--- src/rtl/ray_scheduler_pkg.sv ---
// Shared types for the ray scheduler: beam record, FSM state encoding and coordinate width.
package ray_scheduler_pkg;

   localparam int COORD_W = 8;

   typedef struct packed {
      logic [COORD_W-1:0] x;
      logic [COORD_W-1:0] y;
      logic               last;
   } beam_t;

   typedef enum logic [2:0] {
      IDLE,
      ISSUE,
      WAIT_ACK,
      WAIT_DONE,
      FINISH
   } sched_state_t;

endpackage

--- src/rtl/ray_scheduler_if.sv ---
// Bundles the upstream beam stream, the bresenham unit handshake and the status outputs.
interface ray_scheduler_if #(
   parameter int COUNT_W = 10
) ();

   logic                                  beam_valid;
   logic                                  beam_ready;
   logic [ray_scheduler_pkg::COORD_W-1:0] beam_x;
   logic [ray_scheduler_pkg::COORD_W-1:0] beam_y;
   logic                                  beam_last;
   logic                                  bres_start;
   logic [ray_scheduler_pkg::COORD_W-1:0] bres_x;
   logic [ray_scheduler_pkg::COORD_W-1:0] bres_y;
   logic                                  bres_busy;
   logic                                  occupancy_busy;
   logic                                  busy;
   logic                                  scan_done;
   logic [COUNT_W-1:0]                    beam_count;
   logic                                  wdog_error;

   modport master (
      input  beam_valid, beam_x, beam_y, beam_last, bres_busy, occupancy_busy,
      output beam_ready, bres_start, bres_x, bres_y, busy, scan_done, beam_count, wdog_error
   );

   modport slave (
      output beam_valid, beam_x, beam_y, beam_last, bres_busy, occupancy_busy,
      input  beam_ready, bres_start, bres_x, bres_y, busy, scan_done, beam_count, wdog_error
   );

endinterface

--- src/rtl/ray_scheduler_beam_fifo.sv ---
// First-word-fall-through beam FIFO with registered full/empty flags.
module beam_fifo
   import ray_scheduler_pkg::*;
#(
   parameter int  DEPTH = 8,
   parameter type T     = beam_t
) (
   input  logic clock,
   input  logic reset,
   input  logic push,
   input  logic pop,
   input  T     din,
   output T     dout,
   output logic full,
   output logic empty
);

   localparam int AW = $clog2(DEPTH);

   T             mem_q [DEPTH];
   logic [AW-1:0] wrPtr_q, rdPtr_q;
   logic [AW:0]   cnt_q, cnt_d;
   logic          full_q, empty_q;
   logic          doPush, doPop;

   // A pop in the same cycle frees a slot, so a full FIFO may still take a push.
   assign doPop  = pop && !empty_q;
   assign doPush = push && (!full_q || doPop);

   always_comb begin
      cnt_d = cnt_q;
      if (doPush && !doPop) begin
         cnt_d = cnt_q + (AW+1)'(1);
      end else if (!doPush && doPop) begin
         cnt_d = cnt_q - (AW+1)'(1);
      end
   end

   always_ff @(posedge clock or posedge reset) begin
      if (reset) begin
         wrPtr_q <= '0;
         rdPtr_q <= '0;
         cnt_q   <= '0;
         full_q  <= 1'b0;
         empty_q <= 1'b1;
      end else begin
         if (doPush) wrPtr_q <= wrPtr_q + AW'(1);
         if (doPop)  rdPtr_q <= rdPtr_q + AW'(1);
         cnt_q   <= cnt_d;
         full_q  <= (cnt_d == (AW+1)'(DEPTH));
         empty_q <= (cnt_d == '0);
      end
   end

   always_ff @(posedge clock) begin
      if (doPush) mem_q[wrPtr_q] <= din;
   end

   assign dout  = mem_q[rdPtr_q];
   assign full  = full_q;
   assign empty = empty_q;

endmodule

--- src/rtl/ray_scheduler.sv ---
// Issues buffered LIDAR beams one at a time to the bresenham unit and flags scan completion.
// Optional watchdog on the ray handshake is enabled with SCHED_WATCHDOG_EN.
module ray_scheduler
   import ray_scheduler_pkg::*;
#(
   parameter int FIFO_DEPTH = 8,
   parameter int COUNT_W    = 10,
   parameter int WDOG_CYC   = 1024
) (
   input logic             clock,
   input logic             reset,
   ray_scheduler_if.master bus
);

   sched_state_t       state_q, state_d;
   beam_t              inBeam, headBeam, cur_q;
   logic [COUNT_W-1:0] count_q;
   logic               fifoFull, fifoEmpty, push, pop;
   logic               rayDone, wdogExpired;
   logic               startOut, doneOut, busyOut;

   assign inBeam = '{x: bus.beam_x, y: bus.beam_y, last: bus.beam_last};
   assign push   = bus.beam_valid && !fifoFull;
   assign pop    = (state_q == IDLE) && !fifoEmpty && !bus.bres_busy && !bus.occupancy_busy;

   beam_fifo #(
      .DEPTH (FIFO_DEPTH),
      .T     (beam_t)
   ) u_fifo (
      .clock (clock),
      .reset (reset),
      .push  (push),
      .pop   (pop),
      .din   (inBeam),
      .dout  (headBeam),
      .full  (fifoFull),
      .empty (fifoEmpty)
   );

`ifdef SCHED_WATCHDOG_EN
   localparam int WDOG_W = $clog2(WDOG_CYC) + 1;

   logic [WDOG_W-1:0] wdog_q;
   logic              wdogErr_q;
   logic              inWait;

   assign inWait      = (state_q == WAIT_ACK) || (state_q == WAIT_DONE);
   assign wdogExpired = inWait && (wdog_q == WDOG_W'(WDOG_CYC - 1));

   always_ff @(posedge clock or posedge reset) begin
      if (reset) begin
         wdog_q    <= '0;
         wdogErr_q <= 1'b0;
      end else begin
         wdog_q <= (inWait && !wdogExpired) ? wdog_q + WDOG_W'(1) : '0;
         if (wdogExpired) wdogErr_q <= 1'b1;
      end
   end

   assign bus.wdog_error = wdogErr_q;
`else
   assign wdogExpired    = 1'b0;
   assign bus.wdog_error = 1'b0;
`endif

   always_ff @(posedge clock or posedge reset) begin
      if (reset) state_q <= IDLE;
      else       state_q <= state_d;
   end

   always_comb begin
      state_d = state_q;
      unique case (state_q)
         IDLE:      if (pop) state_d = ISSUE;
         ISSUE:     state_d = WAIT_ACK;
         WAIT_ACK: begin
            if (wdogExpired)        state_d = cur_q.last ? FINISH : IDLE;
            else if (bus.bres_busy) state_d = WAIT_DONE;
         end
         WAIT_DONE: begin
            if (wdogExpired || !bus.bres_busy) state_d = cur_q.last ? FINISH : IDLE;
         end
         FINISH:    state_d = IDLE;
         default:   state_d = IDLE;
      endcase
   end

   always_comb begin
      startOut = 1'b0;
      doneOut  = 1'b0;
      busyOut  = (state_q != IDLE) || !fifoEmpty;
      unique case (state_q)
         ISSUE:   startOut = 1'b1;
         FINISH:  doneOut  = 1'b1;
         default: ;
      endcase
   end

   // A watchdog abandon is not a completed ray, so it never bumps the count.
   assign rayDone = (state_q == WAIT_DONE) && !bus.bres_busy && !wdogExpired;

   always_ff @(posedge clock or posedge reset) begin
      if (reset) begin
         cur_q   <= '0;
         count_q <= '0;
      end else begin
         if (pop) cur_q <= headBeam;
         if (state_q == FINISH)              count_q <= '0;
         else if (rayDone && !(&count_q))    count_q <= count_q + COUNT_W'(1);
      end
   end

   assign bus.beam_ready = !fifoFull;
   assign bus.bres_start = startOut;
   assign bus.bres_x     = cur_q.x;
   assign bus.bres_y     = cur_q.y;
   assign bus.busy       = busyOut;
   assign bus.scan_done  = doneOut;
   assign bus.beam_count = count_q;

endmodule

--- src/flat_wrapper.sv ---
// flat-port wrapper written by rule: the top's interface ports become plain ports
module ray_scheduler_flat import ray_scheduler_pkg::*;
#(
   parameter int FIFO_DEPTH = 8,
   parameter int COUNT_W    = 10,
   parameter int WDOG_CYC   = 1024
)
  (clock, reset, bus_beam_valid, bus_beam_x, bus_beam_y, bus_beam_last, bus_bres_busy, bus_occupancy_busy, bus_beam_ready, bus_bres_start, bus_bres_x, bus_bres_y, bus_busy, bus_scan_done, bus_beam_count, bus_wdog_error);
  ray_scheduler_if #(.COUNT_W(COUNT_W)) bus_i ();
  input logic clock;
  input logic reset;
  input wire logic [$bits(bus_i.beam_valid)-1:0] bus_beam_valid;
  input wire logic [$bits(bus_i.beam_x)-1:0] bus_beam_x;
  input wire logic [$bits(bus_i.beam_y)-1:0] bus_beam_y;
  input wire logic [$bits(bus_i.beam_last)-1:0] bus_beam_last;
  input wire logic [$bits(bus_i.bres_busy)-1:0] bus_bres_busy;
  input wire logic [$bits(bus_i.occupancy_busy)-1:0] bus_occupancy_busy;
  output wire logic [$bits(bus_i.beam_ready)-1:0] bus_beam_ready;
  output wire logic [$bits(bus_i.bres_start)-1:0] bus_bres_start;
  output wire logic [$bits(bus_i.bres_x)-1:0] bus_bres_x;
  output wire logic [$bits(bus_i.bres_y)-1:0] bus_bres_y;
  output wire logic [$bits(bus_i.busy)-1:0] bus_busy;
  output wire logic [$bits(bus_i.scan_done)-1:0] bus_scan_done;
  output wire logic [$bits(bus_i.beam_count)-1:0] bus_beam_count;
  output wire logic [$bits(bus_i.wdog_error)-1:0] bus_wdog_error;
  assign bus_i.beam_valid = bus_beam_valid;
  assign bus_i.beam_x = bus_beam_x;
  assign bus_i.beam_y = bus_beam_y;
  assign bus_i.beam_last = bus_beam_last;
  assign bus_i.bres_busy = bus_bres_busy;
  assign bus_i.occupancy_busy = bus_occupancy_busy;
  assign bus_beam_ready = bus_i.beam_ready;
  assign bus_bres_start = bus_i.bres_start;
  assign bus_bres_x = bus_i.bres_x;
  assign bus_bres_y = bus_i.bres_y;
  assign bus_busy = bus_i.busy;
  assign bus_scan_done = bus_i.scan_done;
  assign bus_beam_count = bus_i.beam_count;
  assign bus_wdog_error = bus_i.wdog_error;
  ray_scheduler #(.FIFO_DEPTH(FIFO_DEPTH), .COUNT_W(COUNT_W), .WDOG_CYC(WDOG_CYC)) u_core (.clock(clock), .reset(reset), .bus(bus_i));
endmodule
--- config.mk ---
export PLATFORM = sky130hd
export DESIGN_NAME = ray_scheduler_flat
export DESIGN_NICKNAME = d
export VERILOG_FILES = /design/src/rtl/ray_scheduler_pkg.sv /design/src/rtl/ray_scheduler_if.sv /design/src/rtl/ray_scheduler_beam_fifo.sv /design/src/rtl/ray_scheduler.sv /design/src/flat_wrapper.sv
export SDC_FILE = /design/constraint.sdc
export NUM_CORES = 1
export LEC_CHECK = 0
export CAP_MARGIN = 0
export CELL_PAD_IN_SITES_DETAIL_PLACEMENT = 0
export CELL_PAD_IN_SITES_GLOBAL_PLACEMENT = 1
export CORE_UTILIZATION = 50
export DETAILED_ROUTE_END_ITERATION = 10
export PLACE_DENSITY_LB_ADDON = 0.1
export SYNTH_ARGS = -nofsm -noshare
export SYNTH_HDL_FRONTEND = slang
export SYNTH_HIERARCHICAL = 1
export SYNTH_SLANG_ARGS = --single-unit
--- constraint.sdc ---
create_clock -name clock -period 4.8 [get_ports clock]
set_input_delay 0.72 -clock clock [delete_from_list [all_inputs] [get_ports clock]]
set_output_delay 0.72 -clock clock [all_outputs]
set_load 0.005 [all_outputs]
==> results of run 1 <==
[state kept, by name, indices dropped and copies added, names as in the netlist]
name	flops
u_core/u_fifo/empty	1
u_core/cur_q	1
u_core/u_fifo/rdPtr_q	3
u_core/bus.bres_x	8
u_core/u_fifo/full	1
u_core/u_fifo/wrPtr_q	3
u_core/u_fifo/cnt_q	4
u_core/u_fifo/mem_q	136
u_core/bus.beam_count	10
u_core/bus.bres_y	8
u_core/state_q	3
[cell type report]
type | count | area (µm²) | share of cell area
clock buffer | 19 | 453 | 0.0532
multi-input combinational | 182 | 1960 | 0.230
tap | 180 | 225 | 0.0264
sequential | 178 | 5140 | 0.603
inverter | 11 | 41.3 | 0.00485
timing repair buffer | 62 | 593 | 0.0696
clock inverter | 13 | 110 | 0.0129
[through the flow]
stage,worst slack (ns),hold WS (ns)
3_3_place_gp,1.21,0.466
6_report,1.58,0.481
2_1_floorplan,1.16,0.447
3_5_place_dp,1.12,0.467
5_1_grt,1.34,0.523
4_1_cts,1.58,0.481
[cell families (layout without fill, tap and decap cells)]
kind of cell / after synthesis / count (layout) / share of synthesized area
flip-flops: 178 / 178 / 0.699
adder cells (fa/ha/maj): 5 / 5 / 0.00851
AO/OA/AOI/OAI: 26 / 26 / 0.0259
XOR/XNOR: 7 / 7 / 0.00834
AND/OR/NAND/NOR: 72 / 72 / 0.0548
other: 1 / 1 / 0.000510
multiplexers: 71 / 71 / 0.167
buffers and inverters: 41 / 105 / 0.0366
[cell usage in the layout (no fill, tap or decap), types with 2 or more instances in the layout]
master	instances
a21oi_1	2
clkinv_4	2
nor4_2	2
nand2b_1	5
dfrtp_2	2
inv_6	2
o31ai_1	4
clkbuf_16	17
nor4bb_1	2
clkinvlp_4	2
nand3_1	10
ha_1	5
nor3_1	7
a21o_1	2
nor2b_1	2
mux4_1	12
dfrtp_1	39
inv_1	11
xnor2_1	5
a31oi_1	2
clkinv_2	6
o211ai_1	3
mux4_2	22
buf_4	11
nor2_1	14
mux2_2	36
or3_1	2
xor2_1	2
nor3_2	2
o21ai_0	6
nand2_1	13
clkdlybuf4s50_1	51
clkbuf_8	2
edfxtp_1	136
nand4_1	2
[power by group]
group | switching [W] | internal, W | total, W
logic | 0.000512 | 0.000763 | 0.00127
registers | 0.000300 | 0.00201 | 0.00231
clock network | 0.000557 | 0.000740 | 0.00130
[worst register-to-register path, stage by stage, from the launching register on]
cell	delay (ns)
dfrtp_1	0.44
nor3_1	0.31
nand2_2	0.40
inv_1	0.23
nand2b_1	0.23
a21boi_2	0.33
nand2b_1	0.17
nor2_1	0.14
buf_4	0.31
[routing by layer]
metal  up-vias  part of all wire
li1       1672                 -
met1      1893              0.46
met2        63              0.50
met3        13             0.028
met4         0             0.012
met5         -                 0
[final timing paths]
| check | from | to | slack, ns | depth (start not counted) |
|---|---|---|---|---|
| worst min-delay path | u_core/cur_q[0]$_DFFE_PP0P_ | u_core/state_q[2]$_DFFE_PP0P_ | 0.48 | 1 |
| max in group asynchronous | reset | u_core/bus.bres_y[2]$_DFFE_PP0P_ | 3.74 | 3 |
| worst max-delay path | bus_bres_busy | u_core/u_fifo/mem_q[6][14]$_DFFE_PP_ | 1.58 | 9 |
| worst max register to register | u_core/state_q[2]$_DFFE_PP0P_ | u_core/u_fifo/mem_q[6][14]$_DFFE_PP_ | 1.90 | 8 |
| worst min register to register | u_core/cur_q[0]$_DFFE_PP0P_ | u_core/state_q[2]$_DFFE_PP0P_ | 0.48 | 1 |
| min in group asynchronous | reset | u_core/u_fifo/wrPtr_q[1]$_DFFE_PP0P_ | 0.65 | 2 |
==> reports/results.txt, run 1 <==
routed vias/inst: 5.64
Max Cap Viol: 0
M3 GR Usage: 0.0434
status: completed
GRT Residual Overflow: 0
Synth Warn #: 6
hpwl dp: 7850 µm
DP Cell Count: 613
Hold Crit Class: register to register
final RePlAce weighted congestion: 0.786
DRC violations left: 0
CP Max Fanout: 18
Cells after Synth: 401
final worst path period share: 0.672
Tot Pwr: 0.00488 W
post-synthesis cell type count: 53
PwrDens: 573 nW/µm²
Finished Layout Cells: 645
crit-path cells: clkdlybuf4s50_1, nor3_1, nand2_2, inv_1, nand2b_1, a21boi_2, nand2b_1, nor2_1, buf_4
Max Clk Rate: 310 MHz
# IOs: 53
Slew @ Worst Pin: 1.01 ns
initial drt markers: 179
top-count cell post-synth: edfxtp_1
CTS tree: yes
number of global-route vias before repair: 3759
first-pass GRT wire length: 20500 µm
setup TNS: 0 ns
EDFF count, synth: 136
Worst-Skew Late Latency: 0.42 ns
PostCTS Resize Cnt: 0
fin nets: 479
Max clock buf depth: 2
total number of vias: 3641
Worst path max stage delay: 0.47 ns
# rows: 43
Yosys reg bits: 178
ys async rst share: 0.236
Peak VDD IR: 0.304 mV
M1 GR Usage: 0.254
leakage: 2.99 nW
Worst Clk Skew: 0.00581 ns
GR Util met2: 0.308
WP data required: 4.90 ns
# diodes: 0
Period minus WS final: 3.22 ns
die width: 123 µm
largest area contributor in the netlist: edfxtp_1
top cell type's share of synthesized area: 0.555
share of layout cells above drive strength 1: 0.241
type of element launching the critical path: input pin
DRT Pass-1 Iters: 6
DP Area: 7960 µm²
endpoints failing hold: 0
WL/cell: 19.9 µm
unrepaired setup endpoints after global routing: false
top post-synthesis cells by count: 136 x edfxtp_1, 41 x dfrtp_1, 36 x mux2_2
largest net degree at the start of global routing: 37
Slowest-stage cell, CP: clkdlybuf4s50_1
port bufs: 51
Slew Viols, Final: 0
CTS Buf Count: 17
Seq/Total Area, Yosys: 0.699
fin area: 8520 µm²
die height: 123 µm
most used routing layer: met2
H-tree depth: 4
CTS sink cnt: 178
clock-pin slew on the worst setup and hold paths: 0.06 ns
core area: 14100 µm²
Synth area leaders: edfxtp_1 56%, dfrtp_1 14%, mux4_2 6.7%
DRT antenna net count: 0
syn avg cell area: 18.3 µm²
GRT Total Usage: 0.192
Area Growth Syn to Fin: 15.9%
Syn Nets: 428
Crit. End Element: register
final core utilization: 0.604
Hold Buf Count CTS: 0
Filler Cell Count: 1042
critical path's top delay family: simple AND/OR/NAND/NOR gates
main flop type after synthesis: edfxtp_1
root buf cell: clkbuf_16
Post-CTS Setup Bufs: 0
critical path class: input pin to register
DRT Wirelength: 12900 µm
final setup fails: 0
crit path DAT: 3.32 ns
initial antenna violation count: 0
initial core utilization: 0.522
Max-slew headroom: 0.325
synthesized area: 7350 µm²
critical path's most frequent cell: nand2b_1
die area: 15200 µm²
WP buf/inv: 3
No activity file was read; power rests on OpenSTA's default activity.
==> run 2: changes to the inputs <==
- clock period: 4.8 -> 3.3 ns (I/O delays scaled with it)
==> run 2 against run 1 <==
Effect of this change: combinational power increased by 61%; flip-flop and latch count unchanged; power grew 48%; clock skew increased by 0.0072 ns; critical path type is now register to output pin.
==> reports/results.txt, run 2 (synthesis results as in run 1) <==
# IOs: 53 (unchanged)
die area: 15200 µm² (unchanged)
leakage: 3.03 nW (+1.2%)
Period minus WS final: 2.52 ns
final worst path period share: 0.763
WP data required: 2.80 ns (-2.10 ns)
Worst Clk Skew: 0.0130 ns (+0.00723 ns)
Slew @ Worst Pin: 0.949 ns (-0.0642 ns)
Crit. End Element: output pin
Worst-Skew Late Latency: 0.42 ns (about the same)
hold slack: 0.414 ns (-0.0669 ns)
Filler Cell Count: 1066 (+2.3%)
CTS Buf Count: 17 (unchanged)
Slowest-stage cell, CP: clkdlybuf4s50_1
CTS sink cnt: 178 (unchanged)
WL/cell: 20.2 µm (+1.6%)
max reg flops: 136 (unchanged)
GRT Total Usage: 0.194 (+0.00170)
initial core utilization: 0.522 (unchanged)
die height: 123 µm (unchanged)
Area Growth Syn to Fin: 17.0%
Worst R2R Start: u_core/state_q[2]$_DFFE_PP0P_
Worst R2R End: u_core/u_fifo/mem_q[5][9]$_DFFE_PP_
final core utilization: 0.610 (+0.00577)
PwrDens: 839 nW/µm² (+46%)
fin nets: 485 (+1.3%)
GRT Residual Overflow: 0 (unchanged)
critical path class: register to output pin
reg2reg setup slack: 0.91 ns (-0.99 ns)
Worst R2R Path Depth: 8 (unchanged)
H-tree depth: 4 (unchanged)
share of layout cells above drive strength 1: 0.244 (+0.00330)
endpoints failing hold: 0 (unchanged)
CTS tree: yes
total number of vias: 3603 (-1.0%)
crit path DAT: 2.02 ns (-1.30 ns)
Hold Buf Count CTS: 0 (unchanged)
root buf cell: clkbuf_16
clock-pin slew on the worst setup and hold paths: 0.07 ns (about the same)
commonest non-fill, non-tap cell in the layout: edfxtp_1
# rows: 43 (unchanged)
number of global-route vias before repair: 3595 (-4.4%)
core area: 14100 µm² (unchanged)
Max Cap Viol: 0 (unchanged)
Max clock buf depth: 2 (unchanged)
largest net degree at the start of global routing: 37 (unchanged)
initial antenna violation count: 0 (unchanged)
die width: 123 µm (unchanged)
Max Clk Rate: 397 MHz
Post-CTS Setup Bufs: 0 (unchanged)
hpwl dp: 8480 µm (+8.0%)
PostCTS Resize Cnt: 0 (unchanged)
Hold Crit Class: input pin to asynchronous set/reset pin
unrepaired setup endpoints after global routing: false
final RePlAce weighted congestion: 0.802 (+2.0%)
initial drt markers: 199 (+11%)
most frequent cells in the layout: 136 x edfxtp_1, 51 x clkdlybuf4s50_1, 40 x dfrtp_1, 36 x mux2_2, 22 x mux4_2
Peak VDD IR: 0.467 mV (+54%)
port bufs: 51 (unchanged)
crit-path cells: nor2_1, nand2_1, inv_1, clkdlybuf4s50_1
Max-slew headroom: 0.367 (+0.0428)
CP Max Fanout: 10 (-8)
DRT Wirelength: 13200 µm (+2.5%)
status: completed
DRT Pass-1 Iters: 4 (-2)
largest reg by FF count: u_core/u_fifo/mem_q
setup TNS: 0 ns (unchanged)
DRC violations left: 0 (unchanged)
DRT antenna net count: 0 (unchanged)
# diodes: 0 (unchanged)
first-pass GRT wire length: 20400 µm (-0.64%)
routed vias/inst: 5.53 (-2.0%)
Slew Viols, Final: 0 (unchanged)
type of element launching the critical path: register
final setup fails: 0 (unchanged)
Worst path max stage delay: 0.51 ns (+0.04 ns)
[run 2: changes by cell type in the layout (fill, tap and decap cells not counted), sizes merged]
cell,delta
buf,+6
clkbuf,-1
clkinv,-4
inv,+5
[run 2: metal layers]
layer / global-route usage / vias to the layer above / part of all wire
met3: 0.0424 / 2 / 0.060
met2: 0.286 / 90 / 0.48
met1: 0.286 / 1826 / 0.46
met4: 0.0685 / 0 / 0.0033
li1: - / 1685 / -
met5: 0 / - / 0
[run 2: where the power goes]
part | total, W | switching (W) | internal, W
clock | 0.00193 | 0.000864 | 0.00107
sequential | 0.00324 | 0.000312 | 0.00293
combinational | 0.00205 | 0.000896 | 0.00115
[run 2: worst max path at each step]
stage	slack [ns]	from	cells after the start	to
2_1_floorplan	0.34	bus_bres_busy	9	u_core/u_fifo/mem_q[6][0]$_DFFE_PP_
3_3_place_gp	0.45	bus_bres_busy	9	u_core/u_fifo/mem_q[5][3]$_DFFE_PP_
3_5_place_dp	0.38	bus_bres_busy	9	u_core/u_fifo/mem_q[5][9]$_DFFE_PP_
4_1_cts	0.74	u_core/state_q[1]$_DFFE_PP0P_	4	bus_scan_done
5_1_grt	0.58	u_core/state_q[0]$_DFFE_PP0P_	4	bus_scan_done
6_report	0.78	u_core/state_q[1]$_DFFE_PP0P_	4	bus_scan_done
[run 2: per-stage QoR]
stage | std cells | setup slack (ns) | cell area (µm²) | total power (W)
CTS | 651 | 0.744 | 8600 | 0.00731
floorplan | 401 | 0.337 | 7360 | 0.00473
global placement | 619 | 0.451 | 8020 | 0.00534
finish | 651 | 0.783 | 8600 | 0.00722
global route | 651 | 0.581 | 8600 | 0.00760
detailed placement | 619 | 0.384 | 8020 | 0.00537
[run 2: final cells by class]
type / instances / area (µm²) / share of cell area
clock buffer: 18 / 429 / 0.0499
sequential: 178 / 5140 / 0.597
timing repair buffer: 68 / 663 / 0.0771
multi-input combinational: 182 / 1960 / 0.228
tap: 180 / 225 / 0.0262
clock inverter: 14 / 146 / 0.0170
inverter: 11 / 41.3 / 0.00480
[run 2: critical path: cells and delay by family (launching register included)]
kind,cells,cell delay [ns]
simple gates,2,0.47
flops,1,0.44
buf+inv,2,0.70
==> run 3: changes to the inputs <==
- clock period: 3.3 -> 2.4 ns (I/O delays scaled with it)
==> run 3 against run 2 <==
Effect of this change: power up 44%; critical path depth is 1 higher; die area stayed put; core utilization increased by 2.3 points; clock skew fell by 0.0042 ns; combinational power is 53% higher; register-to-register slack worse by 0.70 ns; hold slack got worse by 0.13 ns; flip-flop and latch count is the same; clock power rose by 47%; cell count rose by 2.2%; sequential power up 36%; critical endpoint is now u_core/bus.beam_count[7]$_DFFE_PP0P_.
==> reports/results.txt, run 3 (synthesis results as in run 1) <==
routed vias/inst: 5.58 (+0.80%)
DRT antenna net count: 0 (unchanged)
Hold Buf Count CTS: 0 (unchanged)
DRC violations left: 0 (unchanged)
WP data required: 2.71 ns (-0.09 ns)
die area: 15200 µm² (unchanged)
first-pass GRT wire length: 21300 µm (+4.4%)
share of layout cells above drive strength 1: 0.287 (+0.0424)
Worst R2R Start: u_core/bus.beam_count[0]$_DFFE_PP0P_
endpoints failing hold: 0 (unchanged)
Peak VDD IR: 0.680 mV (+46%)
CTS sink cnt: 178 (unchanged)
critical path class: register to register
Filler Cell Count: 1025 (-3.8%)
WL/cell: 19.9 µm (-1.6%)
DRT Wirelength: 13200 µm (+0.51%)
H-tree depth: 4 (unchanged)
Worst R2R Path Depth: 5 (-3)
fin area: 8920 µm² (+3.7%)
commonest non-fill, non-tap cell in the layout: edfxtp_1
fin nets: 499 (+2.9%)
Max Clk Rate: 458 MHz
Hold Crit Class: input pin to asynchronous set/reset pin
area of the multi-input gates: 2040 µm² (+4.3%)
Slew @ Worst Pin: 0.613 ns (-0.336 ns)
status: completed
CP Max Fanout: 16 (+6)
largest reg by FF count: u_core/u_fifo/mem_q
PwrDens: 1160 nW/µm² (+39%)
largest net degree at the start of global routing: 37 (unchanged)
crit path DAT: 2.50 ns (+0.48 ns)
initial antenna violation count: 0 (unchanged)
initial drt markers: 229 (+15%)
# diodes: 0 (unchanged)
final setup fails: 0 (unchanged)
# rows: 43 (unchanged)
final core utilization: 0.633 (+0.0225)
GRT Residual Overflow: 0 (unchanged)
Worst Clk Skew: 0.00883 ns (-0.00421 ns)
Slew Viols, Final: 0 (unchanged)
DP Area: 8310 µm² (+3.6%)
Period minus WS final: 2.19 ns
DRT Pass-1 Iters: 4 (unchanged)
initial core utilization: 0.522 (unchanged)
CTS tree: yes
clock-pin slew on the worst setup and hold paths: 0.07 ns (about the same)
max reg flops: 136 (unchanged)
Worst-Skew Late Latency: 0.42 ns (about the same)
FF/Latch Area: 5140 µm² (unchanged)
final worst path period share: 0.911
hold slack: 0.280 ns (-0.134 ns)
most frequent cells in the layout: 136 x edfxtp_1, 51 x clkdlybuf4s50_1, 40 x dfrtp_1, 36 x mux2_2, 22 x mux4_2
CTS Buf Count: 17 (unchanged)
port bufs: 51 (unchanged)
reg2reg setup slack: 0.21 ns (-0.70 ns)
Max Cap Viol: 0 (unchanged)
type of element launching the critical path: register
die height: 123 µm (unchanged)
hpwl dp: 8430 µm (-0.63%)
final RePlAce weighted congestion: 0.771 (-3.9%)
total number of vias: 3710 (+3.0%)
Worst R2R End: u_core/bus.beam_count[7]$_DFFE_PP0P_
die width: 123 µm (unchanged)
unrepaired setup endpoints after global routing: false
GRT Total Usage: 0.198 (+0.00453)
PostCTS Resize Cnt: 0 (unchanged)
Area Growth Syn to Fin: 21.3%
# IOs: 53 (unchanged)
Post-CTS Setup Bufs: 0 (unchanged)
Max-slew headroom: 0.592 (+0.224)
number of global-route vias before repair: 3922 (+9.1%)
leakage: 3.16 nW (+4.5%)
Crit. End Element: register
root buf cell: clkbuf_16
Max clock buf depth: 2 (unchanged)
core area: 14100 µm² (unchanged)
==> run 3: cell types whose count changed in the layout (fill, tap and decap cells not counted), sizes merged <==
cell,delta
buf,+14
bufinv,+2
clkinvlp,-1
inv,-1
==> run 3: final cells by class <==
class / instances / area share
Clock inverter: 14 / 0.0195
Inverter: 11 / 0.00463
Clock buffer: 18 / 0.0481
Multi-Input combinational cell: 182 / 0.229
Tap cell: 180 / 0.0253
Timing Repair Buffer: 82 / 0.0974
Sequential cell: 178 / 0.576
==> run 3: how the worst max path moves through the flow <==
stage,from,end,slack [ns],cells after the start
detailed placement,bus_bres_busy,u_core/u_fifo/mem_q[1][5]$_DFFE_PP_,-0.08,9
finish,u_core/bus.beam_count[0]$_DFFE_PP0P_,u_core/bus.beam_count[7]$_DFFE_PP0P_,0.21,5
floorplan,u_core/state_q[1]$_DFFE_PP0P_,u_core/u_fifo/mem_q[0][0]$_DFFE_PP_,-0.09,9
global placement,bus_bres_busy,u_core/u_fifo/mem_q[1][5]$_DFFE_PP_,-0.04,9
CTS,u_core/bus.beam_count[0]$_DFFE_PP0P_,u_core/bus.beam_count[7]$_DFFE_PP0P_,0.22,5
global route,u_core/bus.beam_count[0]$_DFFE_PP0P_,u_core/bus.beam_count[7]$_DFFE_PP0P_,0.11,5
==> run 3: power breakdown <==
group          total [W]  switching (W)  leakage, nW  internal [W]
clock network    0.00284        0.00118        0.297       0.00166
logic            0.00313        0.00136         1.12       0.00176
registers        0.00441       0.000381         1.75       0.00402
total             0.0104        0.00293         3.16       0.00744
==> run 3: metrics by stage <==
step	total power, W	setup TNS (ns)	cells	worst slack [ns]
floorplan	0.00664	-3.12	401	-0.0935
global placement	0.00760	-1.12	633	-0.0359
detailed placement	0.00766	-3.36	633	-0.0752
CTS	0.0105	0	665	0.222
global route	0.0109	0	665	0.112
finish	0.0104	0	665	0.215
==> run 3: worst max-delay path, stage by stage, from the launching register on <==
cell     delay (ns)
dfrtp_1        0.43
ha_1           0.22
nand4_1        0.23
o31ai_4        0.62
mux2_2         0.40
a21o_1         0.18
==> run 3: metal layers <==
layer	routed length, µm	vias up	share of wire	track usage
li1	-	1713	-	-
met1	6200	1910	0.47	0.276
met2	6370	74	0.48	0.311
met3	512	13	0.039	0.0411
met4	161	0	0.012	0.0715
met5	0	-	0	0
